## src/rtl/sprite_pixel_store.sv

```systemverilog
// rtl/sprite_pixel_store.sv - indexed WIDTHxHEIGHT sprite store, stream-loaded, line scan-out with x/y mirroring
// Optional macro SPRITE_INIT_PATTERN_EN: reset fills the store with a checkerboard.
module sprite_pixel_store #(
    parameter int WIDTH  = 10,
    parameter int HEIGHT = 10,
    parameter int BPP    = 1
) (
    input  logic           clk,
    input  logic           reset_n,
    input  logic           load_start,
    input  logic           load_valid,
    input  logic [BPP-1:0] load_data,
    output logic           load_ready,
    output logic           load_done,
    input  logic           frame_start,
    input  logic           line_start,
    input  logic           pixel_en,
    input  logic           mirror_x,
    input  logic           mirror_y,
    output logic [BPP-1:0] pixel_out,
    output logic           line_active
);

    localparam int N  = WIDTH * HEIGHT;
    localparam int AW = $clog2(N);
    localparam int CW = $clog2(WIDTH);
    localparam int RW = $clog2(HEIGHT);

    localparam logic [CW-1:0] COL_LAST = CW'(WIDTH - 1);
    localparam logic [RW-1:0] ROW_LAST = RW'(HEIGHT - 1);
    localparam logic [AW-1:0] PTR_LAST = AW'(N - 1);

    typedef enum logic {IDLE, LOAD} state_t;

    state_t         state;
    logic [AW-1:0]  wr_ptr;
    logic [RW-1:0]  row;
    logic [CW-1:0]  col;
    logic           mx;
    logic           my;
    logic [BPP-1:0] mem [N];

    logic           mem_we;
    logic           at_last_col;
    logic [RW-1:0]  row_next;
    logic [CW-1:0]  col_next;
    logic [AW-1:0]  rd_idx;

    // A load_start in the same cycle as a valid beat restarts the load without writing.
    assign mem_we = (state == LOAD) && load_valid && !load_start;

    always_comb begin
        at_last_col = mx ? (col == '0) : (col == COL_LAST);
        col_next    = mx ? col - 1'b1 : col + 1'b1;
        if (my)
            row_next = (row == '0) ? ROW_LAST : row - 1'b1;
        else
            row_next = (row == ROW_LAST) ? '0 : row + 1'b1;
        rd_idx = AW'(row) * AW'(WIDTH) + AW'(col);
    end

    assign pixel_out = line_active ? mem[rd_idx] : '0;

    always_ff @(posedge clk or negedge reset_n) begin
        if (!reset_n) begin
            state       <= IDLE;
            wr_ptr      <= '0;
            row         <= '0;
            col         <= '0;
            mx          <= 1'b0;
            my          <= 1'b0;
            line_active <= 1'b0;
            load_ready  <= 1'b0;
            load_done   <= 1'b0;
        end else begin
            load_done <= 1'b0;
            if (load_start) begin
                state       <= LOAD;
                load_ready  <= 1'b1;
                wr_ptr      <= '0;
                line_active <= 1'b0;
            end else if (state == LOAD) begin
                if (load_valid) begin
                    if (wr_ptr == PTR_LAST) begin
                        state      <= IDLE;
                        load_ready <= 1'b0;
                        load_done  <= 1'b1;
                        wr_ptr     <= '0;
                    end else begin
                        wr_ptr <= wr_ptr + 1'b1;
                    end
                end
            end else begin
                if (frame_start) begin
                    my          <= mirror_y;
                    row         <= mirror_y ? ROW_LAST : '0;
                    line_active <= 1'b0;
                end
                // line_start outranks pixel advance, so a restart on the final pixel keeps the row.
                if (line_start) begin
                    mx          <= mirror_x;
                    col         <= mirror_x ? COL_LAST : '0;
                    line_active <= 1'b1;
                end else if (pixel_en && line_active && !frame_start) begin
                    if (at_last_col) begin
                        line_active <= 1'b0;
                        row         <= row_next;
                    end else begin
                        col <= col_next;
                    end
                end
            end
        end
    end

`ifdef SPRITE_INIT_PATTERN_EN
    always_ff @(posedge clk or negedge reset_n) begin
        if (!reset_n) begin
            for (int r = 0; r < HEIGHT; r++)
                for (int c = 0; c < WIDTH; c++)
                    mem[r*WIDTH + c] <= (((r + c) % 2) == 1) ? {BPP{1'b1}} : '0;
        end else if (mem_we) begin
            mem[wr_ptr] <= load_data;
        end
    end
`else
    always_ff @(posedge clk) begin
        if (mem_we)
            mem[wr_ptr] <= load_data;
    end
`endif

endmodule

```

## config.mk

```make
export PLATFORM = sky130hd
export DESIGN_NAME = sprite_pixel_store
export DESIGN_NICKNAME = d
export VERILOG_FILES = /design/src/rtl/sprite_pixel_store.sv
export SDC_FILE = /design/constraint.sdc
export NUM_CORES = 1
export LEC_CHECK = 0
export ABC_CLOCK_PERIOD_IN_PS = 3000
export CAP_MARGIN = 20
export CORE_MARGIN = 2
export CORE_UTILIZATION = 50
export DETAILED_ROUTE_END_ITERATION = 8
export DONT_BUFFER_PORTS = 1
export GPL_TIMING_DRIVEN = 0
export HOLD_SLACK_MARGIN = 0.15
export PLACE_DENSITY = 0.68
export SLEW_MARGIN = 40
export SYNTH_ARGS = -nofsm -noshare
export SYNTH_HDL_FRONTEND = slang
export SYNTH_SLANG_ARGS = --single-unit
export TNS_END_PERCENT = 20
```

## constraint.sdc

```tcl
create_clock -name clk -period 3 [get_ports clk]
set_input_delay 0.75 -clock clk [delete_from_list [all_inputs] [get_ports clk]]
set_output_delay 0.75 -clock clk [all_outputs]
set_load 0.01 [all_outputs]
```

Yosys cells after proc, flatten, opt, wreduce, memory -nomap -nowiden
Memories as Yosys holds them, arrays and structs flattened.
Index checks and enable logic that the tools add are counted.
{"block": "totals", "input_bits": 10, "elab_cells": 81, "romBits": 0, "memories": 1, "output_inout_bits": 4, "register_bits": 21, "latch_bits": 0, "ramBits": 100}
{"block": "op_classes", "n_mul": 1, "n_mux": 39, "reduce_logical": 18, "div": 0, "n_addsub": 6, "eq_ne": 5, "bitwise_logic": 2, "magnitude_cmp": 0, "shifts": 0}
{"memory": "mem", "words": 100, "width": 1, "read_ports": 1, "rd_clocked_by_memory_dff": 0, "wr": 1, "line_no": "41", "rtl": "logic [BPP-1:0] mem [N];"}
{"cell": "two-way mux 4 bit", "count": 13}
{"cell": "two-way mux 7 bit", "count": 4}
{"cell": "two-way mux 1 bit", "count": 22}
{"cell": "AND reduction 3 bit", "count": 3}
{"cell": "adder 4 x 1 -> 4 bit, second input constant", "count": 2}
{"cell": "== test 4 bit, second input constant", "count": 2}
{"cell": "zero test 4 bit", "count": 2}
{"cell": "nonzero test 2 bit", "count": 4}
{"cell": "subtractor 4 x 1 -> 4 bit, second input constant", "count": 2}
{"cell": "adder 7 x 1 -> 7 bit, second input constant", "count": 1}
{"cell": "adder 7 x 4 -> 7 bit", "count": 1}
{"cell": "== test 7 bit, second input constant", "count": 1}
{"cell": "multiplier 4 x 3 -> 6 bit, second input constant", "count": 1}
{"cell": "logical AND 1 bit", "count": 4}
{"cell": "inequality test 2 bit, second input constant", "count": 2}
{"cell": "AND reduction 2 bit", "count": 2}
{"cell": "AND reduction 4 bit", "count": 1}
{"cell": "zero test 1 bit", "count": 2}
{"cell": "NOT 1 bit", "count": 2}

Longest topological paths before layout
{"block": "depth", "word_depth": 7, "ltp_mapped": 9, "depth_no_buf": 9}

Worst setup path before layout
OpenSTA, ideal clock, no wires.
{"block": "synth_path", "path_type": "register -> output", "from": "register col[1]", "to": "output pixel_out", "slack_ns": -0.191, "n_path_buf": 0, "arrival_time_ns": 2.441, "path_stages_with_launch": 10, "required_ns": 2.250, "path_cell_list": "dfrtp_1 ha_1 inv_1 fa_1 xor2_1 nor2_1 a22o_1 a221oi_1 mux2_2 o221ai_1"}
{"block": "synth_between", "elab_chain_cells": 3}
{"element": "start, declared", "line_no": "38", "rtl": "logic [CW-1:0] col;"}
{"element": "start signal, assigned", "line_no": "102", "rtl": "col <= mirror_x ? COL_LAST : '0;"}
{"element": "start signal, assigned", "line_no": "109", "rtl": "col <= col_next;"}
{"element": "adder 7 x 4 -> 7 bit", "line_no": "59", "rtl": "rd_idx = AW'(row) * AW'(WIDTH) + AW'(col);"}
{"element": "memory read (100 x 1 bit)"}
{"element": "two-way mux 1 bit", "line_no": "62", "rtl": "assign pixel_out = line_active ? mem[rd_idx] : '0;"}
{"element": "end, declared", "line_no": "20", "rtl": "output logic [BPP-1:0] pixel_out,"}
Every way passes these cells.

Final worst setup path
{"block": "layout_path", "from": "register row[1]", "to": "output pixel_out"}
{"block": "layout_between", "elab_chain_cells": 4}
{"element": "start, declared", "line_no": "37", "rtl": "logic [RW-1:0] row;"}
{"element": "start signal, assigned", "line_no": "96", "rtl": "row <= mirror_y ? ROW_LAST : '0;"}
{"element": "start signal, assigned", "line_no": "107", "rtl": "row <= row_next;"}
{"element": "multiplier 4 x 3 -> 6 bit", "line_no": "59"}
{"element": "adder 7 x 4 -> 7 bit", "line_no": "59"}
{"element": "memory read (100 x 1 bit)"}
{"element": "two-way mux 1 bit", "line_no": "62"}
Every way passes these cells.

==> impl_metrics.py <==
metrics = {
    "status": {
        "status": "finished, violations left",
        "violations": "setup timing",
    },
    "worst_setup_path": {
        "cp_max_fo": 2,
        "worstPathRequired_ns": 2.25,
        "reg2regPathDepth": 6,
        "crit_top_cell": "ha_4",
        "regToRegStartpoint": "state",
        "cp_slowest_stage_delay_ns": 0.52,
        "path_cells": "ha_4, ha_4, inv_2, fa_1, nor4b_4, xnor2_1, o211a_1, a21oi_4, o221ai_4",
        "worst-r2r-setup-slack_ns": 0.57,
        "worstPathArrival_ns": 2.82,
        "cp_slowest_cell": "fa_1",
        "cp-end-kind": "output port",
        "critical_path_class": "register to output port",
        "timing.rr.end": "mem[97]",
        "cp-start-kind": "register",
    },
    "placed_design": {
        "place_congestion": 0.827,
        "place_area_sq_um": 6000,
        "dp_hpwl_mm": 8.01,
        "dp.cells": 598,
        "port_buffers": 0,
    },
    "sta": {
        "fin_tns_setup_ns": -0.571,
        "period_share_pct": 119,
        "fmax_mhz": 280,
        "whs_ns": 0.287,
        "slew_headroom_pct": 52.4,
        "rsz0062_at_grt": "true",
        "hold_viol_final": 0,
        "worst_clock_skew_ns": 0.00617,
        "finalMaxSlewViolations": 0,
        "fin_ws_ns": -0.571,
        "finalCriticalPeriod_ns": 3.57,
        "setup_viol": 1,
        "worst_slew_pin_slew_ns": 0.713,
    },
    "synthesis": {
        "syn_inst": 455,
        "async_reset_ff_share_pct": 17.4,
        "yosys_warnings": 0,
        "synth_edf_count": 100,
        "ys_seq_elements": 121,
        "synth_ff_type": "edfxtp_1",
        "synthTopCellsByCount": "119 x nor2_1, 100 x edfxtp_1, 33 x nand2_1",
        "synthTopCellsByArea": "edfxtp_1 52%, mux4_2 9.7%, dfrtp_1 9.1%",
        "synthDistinctLibCells": 46,
        "synth_fp_nets": 477,
        "yosysSeqAreaShare_pct": 60.9,
        "synth_top_area_share_pct": 51.8,
        "synth.most_common_cell": "nor2_1",
        "syn_avg_cell_area_sq_um": 12.7,
        "synth.largest_area_cell": "edfxtp_1",
        "syn-cell-area_sq_um": 5790,
    },
    "clock_network": {
        "clkLatencyLatePin_ns": 0.42,
        "clk_pin_slew_ns": 0.05,
        "h-tree-depth": 4,
        "cts.sinks": 121,
        "cts_buffer_depth": 2,
        "numCtsBuffers": 17,
        "root_buffer": "clkbuf_16",
        "cts_tree": "built",
    },
    "finish": {
        "final_cell_area_sq_um": 6810,
        "final_nets": 504,
        "antenna_cells": 0,
        "layout-drive-gt1-share_pct": 19.2,
        "syn_to_final_growth_pct": 17.5,
        "layout.cells.non_filler": 637,
    },
    "drt": {
        "routed_via_density": 5.84,
        "routed_wl_mm": 12.6,
        "drtIter0Drc": 342,
        "wl_per_cell_um": 19.7,
        "final_antenna_net_count": 0,
        "drt_pass1_iterations": 5,
        "post-route-drc-count": 0,
        "num_vias": 3720,
    },
    "floorplan": {
        "design.core.area_sq_um": 11400,
        "design.portCount": 14,
        "start_util_pct": 50.9,
        "std_cell_rows": 39,
        "die_h_um": 112,
        "die_w_um": 112,
        "die_area_sq_um": 12500,
    },
    "global_routing": {
        "grt_max_degree": 101,
        "grt_pass1_wl_mm": 20.2,
        "grt_usage_pct": 21.8,
        "grt_pass1_vias": 3864,
        "grt_overflow": 0,
        "antenna_found_initial": 0,
    },
    "power": {
        "p_sw_share_pct": 21.8,
        "ir_drop_mv": 0.437,
        "power_frac_clock_pct": 48.3,
        "powerDensity_nw_per_um2": 637,
        "power.switching_uw": 945,
        "p_comb_share_pct": 8.9,
        "total_power_uw": 4330,
        "seq_power_share_pct": 42.8,
        "p_int_uw": 3390,
        "leakagePower_uw": 0.00223,
    },
    "job": {
        "max_cap_violations": 0,
    },
    "min_path": {
        "worstHoldPathType": "input port to async pin",
    },
}
power groups by stage:
stage	clock, uW	combinational (uW)	sequential, uW
finish	2090	384	1850
global route	2190	416	1860
CTS	2120	368	1850
detailed placement	0	330	1890
global placement	0	326	1890
floorplan	0	256	1880
worst max path at each step:
stage	from	to	slack (ns)	cells after the start
after floorplan	row[1]	pixel_out	0.003	9
after detailed placement	col[1]	pixel_out	-0.50	8
final	row[1]	pixel_out	-0.57	9
after global placement	col[1]	pixel_out	-0.43	8
after CTS	row[1]	pixel_out	-0.57	9
after global routing	row[0]	pixel_out	-0.66	10
cells in the final DEF, fill, tap and decap left out, drive strengths merged, types with 2 or more instances in the layout:
cell,instances
clkinvlp,2
nor3,4
nand2b,3
a22o,3
nor2b,9
xnor2,8
xor2,5
o41ai,2
a22oi,4
bufinv,4
a211oi,3
nor2,119
fa,3
a21oi,13
o21ai,11
inv,9
and2,2
buf,14
mux4,25
nand3,10
clkbuf,32
nor3b,4
mux2i,6
clkinv,8
a221oi,2
dfrtp,21
ha,9
nand3b,2
mux2,5
edfxtp,100
a31oi,3
nand2,34
worst max-delay path: cells and delay by family, from the launching register on:
kind	cells	cell delay (ns)
fa+ha+maj	3	0.92
compound gates	3	0.56
simple gates	1	0.27
buf+inv	1	0.03
xor+xnor	1	0.21
flops	1	0.43
state kept, by name (all words and copies together), names as in the netlist:
register	cells
wr_ptr	7
mx	1
my	1
mem	100
load_ready	1
state	1
col	4
load_done	1
row	4
line_active	1
layout make-up:
cell class / count / area [sq um]
Clock buffer: 17 / 425
Timing Repair Buffer: 8 / 61.3
Inverter: 9 / 33.8
Fill cell: 917 / 4560
Tap cell: 143 / 179
Buffer: 21 / 103
Clock inverter: 14 / 181
Sequential cell: 121 / 3530
Multi-Input combinational cell: 304 / 2290
repair_timing:
item                       CTS  global route
setup endpoints to repair    1             1
hold endpoints to repair    21             0
resized for setup           20            13
hold buffers                 1             0
setup buffers                7             0
pin swaps                    7             6
gates cloned                 0             0
kinds of logic (layout without fill, tap and decap cells):
family / Yosys count / count (layout) / synth area share, %
simple gates: 192 / 192 / 14.2
flops: 121 / 121 / 60.9
compound gates: 51 / 51 / 6.20
mux: 36 / 36 / 11.7
buf+inv: 30 / 69 / 2.03
xor+xnor: 13 / 13 / 1.97
fa+ha+maj: 12 / 12 / 2.98
through the flow:
step	utilization (%)	worst slack, ns
after floorplan	-	0.00322
after global placement	52.8	-0.432
after detailed placement	52.8	-0.503
after CTS	59.4	-0.568
after global routing	59.9	-0.663
final	59.9	-0.571
layer usage:
layer | global-route usage [%] | vias up | routed length, um
met5 | 0 | - | 0
met4 | 8.56 | 0 | 177
met3 | 6.80 | 17 | 709
met2 | 35.6 | 116 | 6410
met1 | 27.6 | 1867 | 5280
li1 | - | 1720 | -
Power figures use the tool's default switching activity.
